===== src/rtl/product_arbiter_if.sv =====
// Handshake and operand bus between the requesters, the shared product stage
// and the product_arbiter controller.
interface product_arbiter_if #(
    parameter int NUM_REQ = 4,
    parameter int DATA_W  = 12,
    parameter int ID_W    = 2
);
    logic [NUM_REQ-1:0]        ip_req;
    logic [NUM_REQ*DATA_W-1:0] ip_a;
    logic [NUM_REQ*DATA_W-1:0] ip_b;
    logic [NUM_REQ-1:0]        op_grant;
    logic [DATA_W-1:0]         op_mul_a;
    logic [DATA_W-1:0]         op_mul_b;
    logic [DATA_W-1:0]         ip_mul_result;
    logic [DATA_W-1:0]         op_result;
    logic [ID_W-1:0]           op_result_id;
    logic                      op_result_valid;
    logic                      ip_result_ready;
    logic                      op_busy;

    modport slave (
        input  ip_req, ip_a, ip_b, ip_mul_result, ip_result_ready,
        output op_grant, op_mul_a, op_mul_b, op_result, op_result_id,
               op_result_valid, op_busy
    );

    modport master (
        output ip_req, ip_a, ip_b, ip_mul_result, ip_result_ready,
        input  op_grant, op_mul_a, op_mul_b, op_result, op_result_id,
               op_result_valid, op_busy
    );
endinterface


===== src/rtl/product_arbiter.sv =====
// Round-robin arbiter sharing one negedge-registered product stage among
// NUM_REQ requesters; the tagged result is held until the consumer accepts it.
module product_arbiter #(
    parameter int NUM_REQ     = 4,
    parameter int DATA_W      = 12,
    parameter int MUL_LATENCY = 1,
    parameter int ID_W        = 2
) (
    input  logic             ip_clock,
    input  logic             ip_reset,
    product_arbiter_if.slave bus
);
    // state | meaning
    // IDLE  | waiting for a request; rr_ptr is the first index scanned
    // WAIT  | winner operands on the multiplier, counting MUL_LATENCY edges
    // DONE  | result valid and held until ip_result_ready
    typedef enum logic [1:0] {IDLE, WAIT, DONE} state_t;

    localparam int CNT_W = $clog2(MUL_LATENCY + 1);

    state_t             state_q;
    logic [ID_W-1:0]    rr_ptr_q;
    logic [CNT_W-1:0]   cnt_q;
    logic [NUM_REQ-1:0] grant_q;
    logic [DATA_W-1:0]  mul_a_q;
    logic [DATA_W-1:0]  mul_b_q;
    logic [DATA_W-1:0]  result_q;
    logic [ID_W-1:0]    result_id_q;
    logic               valid_q;
    logic               busy_q;

    logic               win_found;
    logic [ID_W-1:0]    win_id;
    logic [ID_W-1:0]    scan_id;
    logic [ID_W:0]      scan_sum;
    logic [DATA_W-1:0]  win_a;
    logic [DATA_W-1:0]  win_b;

    // Scanning from the farthest offset back to rr_ptr lets the nearest request win.
    always_comb begin
        win_found = 1'b0;
        win_id    = '0;
        scan_sum  = '0;
        scan_id   = '0;
        for (int i = NUM_REQ - 1; i >= 0; i--) begin
            scan_sum = {1'b0, rr_ptr_q} + (ID_W+1)'(i);
            if (scan_sum >= (ID_W+1)'(NUM_REQ)) begin
                scan_sum = scan_sum - (ID_W+1)'(NUM_REQ);
            end
            scan_id = scan_sum[ID_W-1:0];
            if (bus.ip_req[scan_id]) begin
                win_found = 1'b1;
                win_id    = scan_id;
            end
        end
    end

    always_comb begin
        win_a = '0;
        win_b = '0;
        for (int i = 0; i < NUM_REQ; i++) begin
            if (win_id == ID_W'(i)) begin
                win_a = bus.ip_a[i*DATA_W +: DATA_W];
                win_b = bus.ip_b[i*DATA_W +: DATA_W];
            end
        end
    end

    always_ff @(posedge ip_clock or negedge ip_reset) begin
        if (!ip_reset) begin
            state_q     <= IDLE;
            rr_ptr_q    <= '0;
            cnt_q       <= '0;
            grant_q     <= '0;
            mul_a_q     <= '0;
            mul_b_q     <= '0;
            result_q    <= '0;
            result_id_q <= '0;
            valid_q     <= 1'b0;
            busy_q      <= 1'b0;
        end else begin
            grant_q <= '0;
            case (state_q)
                IDLE: begin
                    if (win_found) begin
                        mul_a_q     <= win_a;
                        mul_b_q     <= win_b;
                        grant_q     <= {{(NUM_REQ-1){1'b0}}, 1'b1} << win_id;
                        result_id_q <= win_id;
                        cnt_q       <= CNT_W'(MUL_LATENCY);
                        state_q     <= WAIT;
                        busy_q      <= 1'b1;
                    end
                end
                WAIT: begin
                    cnt_q <= cnt_q - 1'b1;
                    if (cnt_q == CNT_W'(1)) begin
                        result_q <= bus.ip_mul_result;
                        valid_q  <= 1'b1;
                        state_q  <= DONE;
                    end
                end
                DONE: begin
                    if (bus.ip_result_ready) begin
                        valid_q  <= 1'b0;
                        rr_ptr_q <= (result_id_q == ID_W'(NUM_REQ - 1)) ? '0 : result_id_q + 1'b1;
                        state_q  <= IDLE;
                        busy_q   <= 1'b0;
                    end
                end
                default: begin
                    state_q <= IDLE;
                    busy_q  <= 1'b0;
                end
            endcase
        end
    end

    assign bus.op_grant        = grant_q;
    assign bus.op_mul_a        = mul_a_q;
    assign bus.op_mul_b        = mul_b_q;
    assign bus.op_result       = result_q;
    assign bus.op_result_id    = result_id_q;
    assign bus.op_result_valid = valid_q;
    assign bus.op_busy         = busy_q;
endmodule


===== src/flat_wrapper.sv =====
// flat-port wrapper written by rule: the top's interface ports become plain ports
module product_arbiter_flat 
#(
    parameter int NUM_REQ     = 4,
    parameter int DATA_W      = 12,
    parameter int MUL_LATENCY = 1,
    parameter int ID_W        = 2
)
  (ip_clock, ip_reset, bus_ip_req, bus_ip_a, bus_ip_b, bus_ip_mul_result, bus_ip_result_ready, bus_op_grant, bus_op_mul_a, bus_op_mul_b, bus_op_result, bus_op_result_id, bus_op_result_valid, bus_op_busy);
  product_arbiter_if #(.NUM_REQ(NUM_REQ), .DATA_W(DATA_W), .ID_W(ID_W)) bus_i ();
  input  logic ip_clock;
  input  logic ip_reset;
  input wire logic [$bits(bus_i.ip_req)-1:0] bus_ip_req;
  input wire logic [$bits(bus_i.ip_a)-1:0] bus_ip_a;
  input wire logic [$bits(bus_i.ip_b)-1:0] bus_ip_b;
  input wire logic [$bits(bus_i.ip_mul_result)-1:0] bus_ip_mul_result;
  input wire logic [$bits(bus_i.ip_result_ready)-1:0] bus_ip_result_ready;
  output wire logic [$bits(bus_i.op_grant)-1:0] bus_op_grant;
  output wire logic [$bits(bus_i.op_mul_a)-1:0] bus_op_mul_a;
  output wire logic [$bits(bus_i.op_mul_b)-1:0] bus_op_mul_b;
  output wire logic [$bits(bus_i.op_result)-1:0] bus_op_result;
  output wire logic [$bits(bus_i.op_result_id)-1:0] bus_op_result_id;
  output wire logic [$bits(bus_i.op_result_valid)-1:0] bus_op_result_valid;
  output wire logic [$bits(bus_i.op_busy)-1:0] bus_op_busy;
  assign bus_i.ip_req = bus_ip_req;
  assign bus_i.ip_a = bus_ip_a;
  assign bus_i.ip_b = bus_ip_b;
  assign bus_i.ip_mul_result = bus_ip_mul_result;
  assign bus_i.ip_result_ready = bus_ip_result_ready;
  assign bus_op_grant = bus_i.op_grant;
  assign bus_op_mul_a = bus_i.op_mul_a;
  assign bus_op_mul_b = bus_i.op_mul_b;
  assign bus_op_result = bus_i.op_result;
  assign bus_op_result_id = bus_i.op_result_id;
  assign bus_op_result_valid = bus_i.op_result_valid;
  assign bus_op_busy = bus_i.op_busy;
  product_arbiter #(.NUM_REQ(NUM_REQ), .DATA_W(DATA_W), .MUL_LATENCY(MUL_LATENCY), .ID_W(ID_W)) u_core (.ip_clock(ip_clock), .ip_reset(ip_reset), .bus(bus_i));
endmodule

===== config.mk =====
export PLATFORM = sky130hd
export DESIGN_NAME = product_arbiter_flat
export DESIGN_NICKNAME = d
export VERILOG_FILES = /design/src/rtl/product_arbiter_if.sv /design/src/rtl/product_arbiter.sv /design/src/flat_wrapper.sv
export SDC_FILE = /design/constraint.sdc
export NUM_CORES = 1
export LEC_CHECK = 0
export BUFFER_PORTS_ARGS = -buffer_cell sky130_fd_sc_hd__buf_2
export CORE_MARGIN = 2
export CORE_UTILIZATION = 41
export CTS_BUF_LIST = sky130_fd_sc_hd__clkbuf_8
export DETAILED_ROUTE_END_ITERATION = 12
export PLACE_DENSITY = 0.79
export SLEW_MARGIN = 20
export SYNTH_ARGS = -nofsm -noshare
export SYNTH_HDL_FRONTEND = slang
export SYNTH_SLANG_ARGS = --single-unit

===== constraint.sdc =====
create_clock -name ip_clock -period 1.95 [get_ports ip_clock]
set_input_delay 0.39 -clock ip_clock [delete_from_list [all_inputs] [get_ports ip_clock]]
set_output_delay 0.39 -clock ip_clock [all_outputs]
set_load 0.01 [all_outputs]

* Yosys cells after proc, flatten, opt, wreduce, memory -nomap -nowiden *
Cells that the tools add are included.

storage, ports and cells
  bits in registers = 49
  input port bits = 115
  output and inout bits = 44
  word-level logic and storage cells = 90

cells by class
  add/sub/neg operators = 9
  $lt $le $gt $ge = 8
  equal/unequal tests = 9
  shift-type cells = 1
  mux-type cells = 41
  bitwise operators = 1
  reduce and logical (&&, ||, !) cells = 11

operator list
  kind                                                                count
  two-way mux 12 bit                                                  8
  two-way mux 2 bit                                                   12
  less-than comparator 2 x 3 -> 1 bit (second input constant)         4
  two-way mux 1 bit                                                   11
  greater-or-equal comparator 3 bit (second input constant)           3
  AND reduction 3 bit                                                 3
  binary-select mux 1 bit (select 2 bit)                              4
  equality test 2 bit (second input constant)                         4
  two-way mux 4 bit                                                   2
  AND reduction 2 bit                                                 4
  subtractor 2 x 1 -> 2 bit (second input constant)                   4
  adder 2 x 2 -> 3 bit (second input constant)                        2
  case mux 2 bit (3 select lines)                                     1
  equality test 2 x 1 -> 1 bit (second input constant)                2
  zero test 2 bit                                                     2
  != test 2 x 1 -> 1 bit (second input constant)                      2
  case mux 1 bit (2 select lines)                                     2
  nonzero test 2 bit                                                  2
  left shift 1 x 2 -> 4 bit (first input constant)                    1
  adder 2 x 1 -> 3 bit (second input constant)                        1
  greater-or-equal comparator 2 x 3 -> 1 bit (second input constant)  1
  case mux 1 bit (3 select lines)                                     1
  adder 2 x 1 -> 2 bit (second input constant)                        1
  != test 2 bit (second input constant)                               1
  2 further kinds                                                     2

* Longest topological paths before layout *
  word-level depth = 14
  gate-level depth with buffers = 8

* Worst setup path before layout *
OpenSTA, ideal clock, no wires.

  kind = reg2reg
  from = register u_core.rr_ptr_q[1]
  to = register u_core.mul_a_q[6] (netlist: u_core.bus.op_mul_a[6])
  library setup time = 126 ps
  data arrival time = 1,802 ps
  data required time = 1,824 ps
  path slack = 22 ps
  stages on the path, launching flop included = 8
  path buffers = 2
  cells stage by stage = dfrtp_1 > buf_6 > mux2i_1 > o22ai_2 > nor2_4 > buf_12 > mux2_4 > a221o_1

on the way
  longest elaborated chain between the ends = 14
  elaborated cells between the ends (all ways) = 40
  those cells by class = add/sub (7); order compare (4); eq/ne (3); mux (24); reduce/logical (2)

RTL lines
  element                                                                         line                                          RTL
  start: declaration                                                              product_arbiter.sv:22                         logic [ID_W-1:0] rr_ptr_q;
  start signal: assignment                                                        product_arbiter.sv:106                        rr_ptr_q <= (result_id_q == ID_W'(NUM_REQ - 1)) ? '0 : result_id_q + 1'b1;
  adder 2 x 2 -> 3 bit                                                            product_arbiter.sv:46                         scan_sum = {1'b0, rr_ptr_q} + (ID_W+1)'(i);
  greater-or-equal comparator 3 bit or subtractor 2 x 1 -> 2 bit (tied branches)  product_arbiter.sv:47, product_arbiter.sv:48
  two-way mux 2 bit                                                               product_arbiter.sv:47                         if (scan_sum >= (ID_W+1)'(NUM_REQ)) begin
  binary-select mux 1 bit (select 2 bit)                                          product_arbiter.sv:51                         if (bus.ip_req[scan_id]) begin
  two-way mux 1 bit (implied by the code)                                         product_arbiter.sv:51
  two-way mux 2 bit (4 in series)                                                 product_arbiter.sv:51
  zero test 2 bit                                                                 product_arbiter.sv:62                         if (win_id == ID_W'(i)) begin
  two-way mux 12 bit (4 in series)                                                product_arbiter.sv:62
  end signal: assignment                                                          product_arbiter.sv:86                         mul_a_q <= win_a;
  end: declaration                                                                product_arbiter.sv:25                         logic [DATA_W-1:0] mul_a_q;

Parallel ways exist; a longest one is shown, timed or not. The select of a mux whose other input is x is not followed.
A chain may end at the register's enable or synchronous reset.

* Final worst setup path *
  from = register u_core.rr_ptr_q[1]
  to = register u_core.mul_a_q[5] (netlist: u_core.bus.op_mul_a[5])

Same word-level chain as after synthesis.

==> out/metrics.csv <==
metric,value,unit
outcome,"finished, final reports clean",
worstSkewPairLatency,0.30,ns
end_kind,flip-flop,
drt_iter0_markers,108,
crit_type,reg2reg,
p_leak,1.86,nW
worst_slack,0.0558,ns
htree_levels,2,
dp.final_hpwl,5950,um
finalSetupViolCount,0,
p_int,3.14,mW
area_growth,38.9,%
gp_congestion,0.840,
netlist-cell-type-count,38,
finalMaxSlewViolations,0,
routedWlPerCell,15.5,um
crit_required,2.14,ns
initial_utilization,0.424,
cts_tree,yes,
yosys-top-cells-area,"dfrtp_1 (46%), mux2_2 (7.5%), a211oi_1 (5.3%), mux2i_1 (5.2%), a221o_1 (4.1%)",
drv.max_cap_violation_count,0,
grt-ovfl-total,0,
final_common_cell,buf_2,
ctsRootBufferMaster,clkbuf_8,
power_frac_comb,0.536,
drcViolationCount,0,
nFillCells,551,
fmax,0.528,GHz
setup_tns,0,ns
switchingPower,2.12,mW
cts_hold_buf,0,
rows,29,
drt_pass1_iterations,5,
grt_max_degree,30,
fin_area,0.00374,sq mm
final_util,0.589,
seq_area_frac_synth,0.455,
ys_warn_count,0,
r2r-end,u_core.bus.op_mul_a[5],
syn_inst,245,
ys_seq_elements,49,
avgSynthCellArea,11.0,sq um
clkPwrFrac,0.118,
synth_edf_count,0,
final_cell_mix,"buf_2 (158), dfrtp_1 (48), a211oi_1 (19), mux2_2 (18), buf_4 (17)",
place_ws,0.0170,ns
synth_nets,361,
vias,2640,
grt_setup_unrepaired,no,
dieHeight,85.0,um
drive_gt1_frac,0.544,
die_w,85.0,um
ios,159,
worstMarginPinSlew,0.616,ns
routed_wl,7600,um
period_share,0.971,
grt_first_pass_wirelength,11700,um
final_hold_viol_count,0,
finalClockSkew,0.00669,ns
viasPerCell,5.39,
p_per_area,1410,mW/mm^2
dieArea,0.00723,sq mm
grt_pass1_vias,2605,
path_clk_slew,0.10,ns
synth-main-ff-cell,dfrtp_1,
p_seq_frac,0.346,
min_path_type,in2async,
cp.arrival,2.08,ns
r2r_cells,6,
layout.nets,527,
ant_nets,0,
worstPathMaxFanout,10,
r2r-start,u_core.rr_ptr_q[1],
timing.slew.headroom,0.588,
grt_usage,0.203,
synthArstFlopShare,1.00,
startpoint_type,flip-flop,
final_cell_count_no_fill,490,
core,0.00635,sq mm
syn_area,0.00269,sq mm
postPlaceCellArea,0.00364,sq mm
antenna_found_initial,1,
ir_drop,679,uV
clkSinkCount,49,
yosysTopAreaCellShare,0.455,
dp_cells,481,
reg2reg_slack,0.06,ns
cts_buffers,5,
switching_share,0.404,
yosysTopAreaCell,dfrtp_1,
numPortBuffers,158,
cts_buffer_depth,2,
min_period,1.89,ns
## logic make-up (layout without fill, tap and decap cells)
| kind of cell | count (synthesis) | count (layout) | share of synthesized area |
|---|---|---|---|
| DFF | 49 | 49 | 0.455 |
| adders and majority gates | 1 | 1 | 0.00465 |
| buffers and inverters | 23 | 190 | 0.0497 |
| AOI/OAI and AO/OA | 77 | 77 | 0.219 |
| muxes | 38 | 38 | 0.157 |
| other | 0 | 1 | 0 |
| and+or+nand+nor | 57 | 57 | 0.115 |
## what timing repair did
action,CTS,global route
buffers inserted,0,0
gates resized for setup,0,3
endpoints found under the setup margin,0,24
## cell type report
class                   count  area (sq um)  area share
repair buffers            178           970       0.259
inverters                   4          15.0     0.00401
clock inverters             3          25.0     0.00669
flip-flops and latches     49          1230       0.328
multi-input cells         173          1340       0.357
clock buffers               5          68.8      0.0184
diodes                      1          2.50    0.000669
well taps                  77          96.3      0.0258
## worst max-delay path by stage
stage,start,endpoint,slack [ns]
2_1_floorplan,u_core.rr_ptr_q[1],u_core.bus.op_mul_a[6],0.02
3_3_place_gp,bus_ip_req[2],u_core.bus.op_mul_b[8],0.09
3_5_place_dp,u_core.rr_ptr_q[1],u_core.bus.op_mul_b[4],0.02
4_1_cts,u_core.rr_ptr_q[1],u_core.bus.op_mul_a[5],0.03
5_1_grt,u_core.rr_ptr_q[1],u_core.bus.op_mul_b[6],0.01
6_report,u_core.rr_ptr_q[1],u_core.bus.op_mul_a[5],0.06
## layer usage
layer | wire (um) | GRT usage | vias up
li1 | - | - | 1260
met1 | 3080 | 0.245 | 1235
met2 | 3790 | 0.346 | 121
met3 | 473 | 0.0418 | 24
met4 | 261 | 0.0967 | 0
met5 | 0 | 0 | -
## power by group through the flow
stage	combinational, mW	clock (mW)	sequential [mW]
CTS	2.84	0.640	1.81
detailed placement	2.85	0	1.82
floorplan	1.63	0	2.00
global route	3.08	0.672	1.88
global placement	2.73	0	1.82
finish	2.82	0.621	1.82
## critical path, cell delays in order, from the launching register on
cell,delay [ns]
dfrtp_2,0.45
mux2i_2,0.28
o22ai_2,0.13
nor2_4,0.12
buf_12,0.14
mux2_2,0.33
a221o_1,0.32
## cell usage after synthesis, types with 2 or more instances
library cell	n
dfrtp_1	49
a211oi_1	19
mux2_2	18
a21oi_1	16
nor2_1	15
and3_1	14
mux2i_1	14
nand3_1	13
o21ai_0	12
a221o_1	11
clkbuf_1	8
a211oi_2	7
buf_2	6
nand2_1	6
inv_1	4
mux2_1	3
mux2_4	3
buf_1	2
buf_12	2
nor3_1	2
o21a_1	2
o22a_1	2
o31ai_1	2
## state kept, by name, indices dropped and copies added (netlist names)
register,count
u_core.state_q,2
u_core.bus.op_mul_b,12
u_core.cnt_q,1
u_core.bus.op_result,12
u_core.bus.op_busy,1
u_core.bus.op_mul_a,12
u_core.bus.op_result_valid,1
u_core.bus.op_result_id,2
u_core.rr_ptr_q,2
u_core.bus.op_grant,4
## metrics by stage
stage                     power, mW  hold slack (ns)
after floorplan                3.63           0.0944
after global placement         4.55            0.377
after detailed placement       4.67            0.393
after CTS                      5.29           0.0523
after global routing           5.63           0.0672
final                          5.26           0.0404
(Power assumes the default switching activity.)
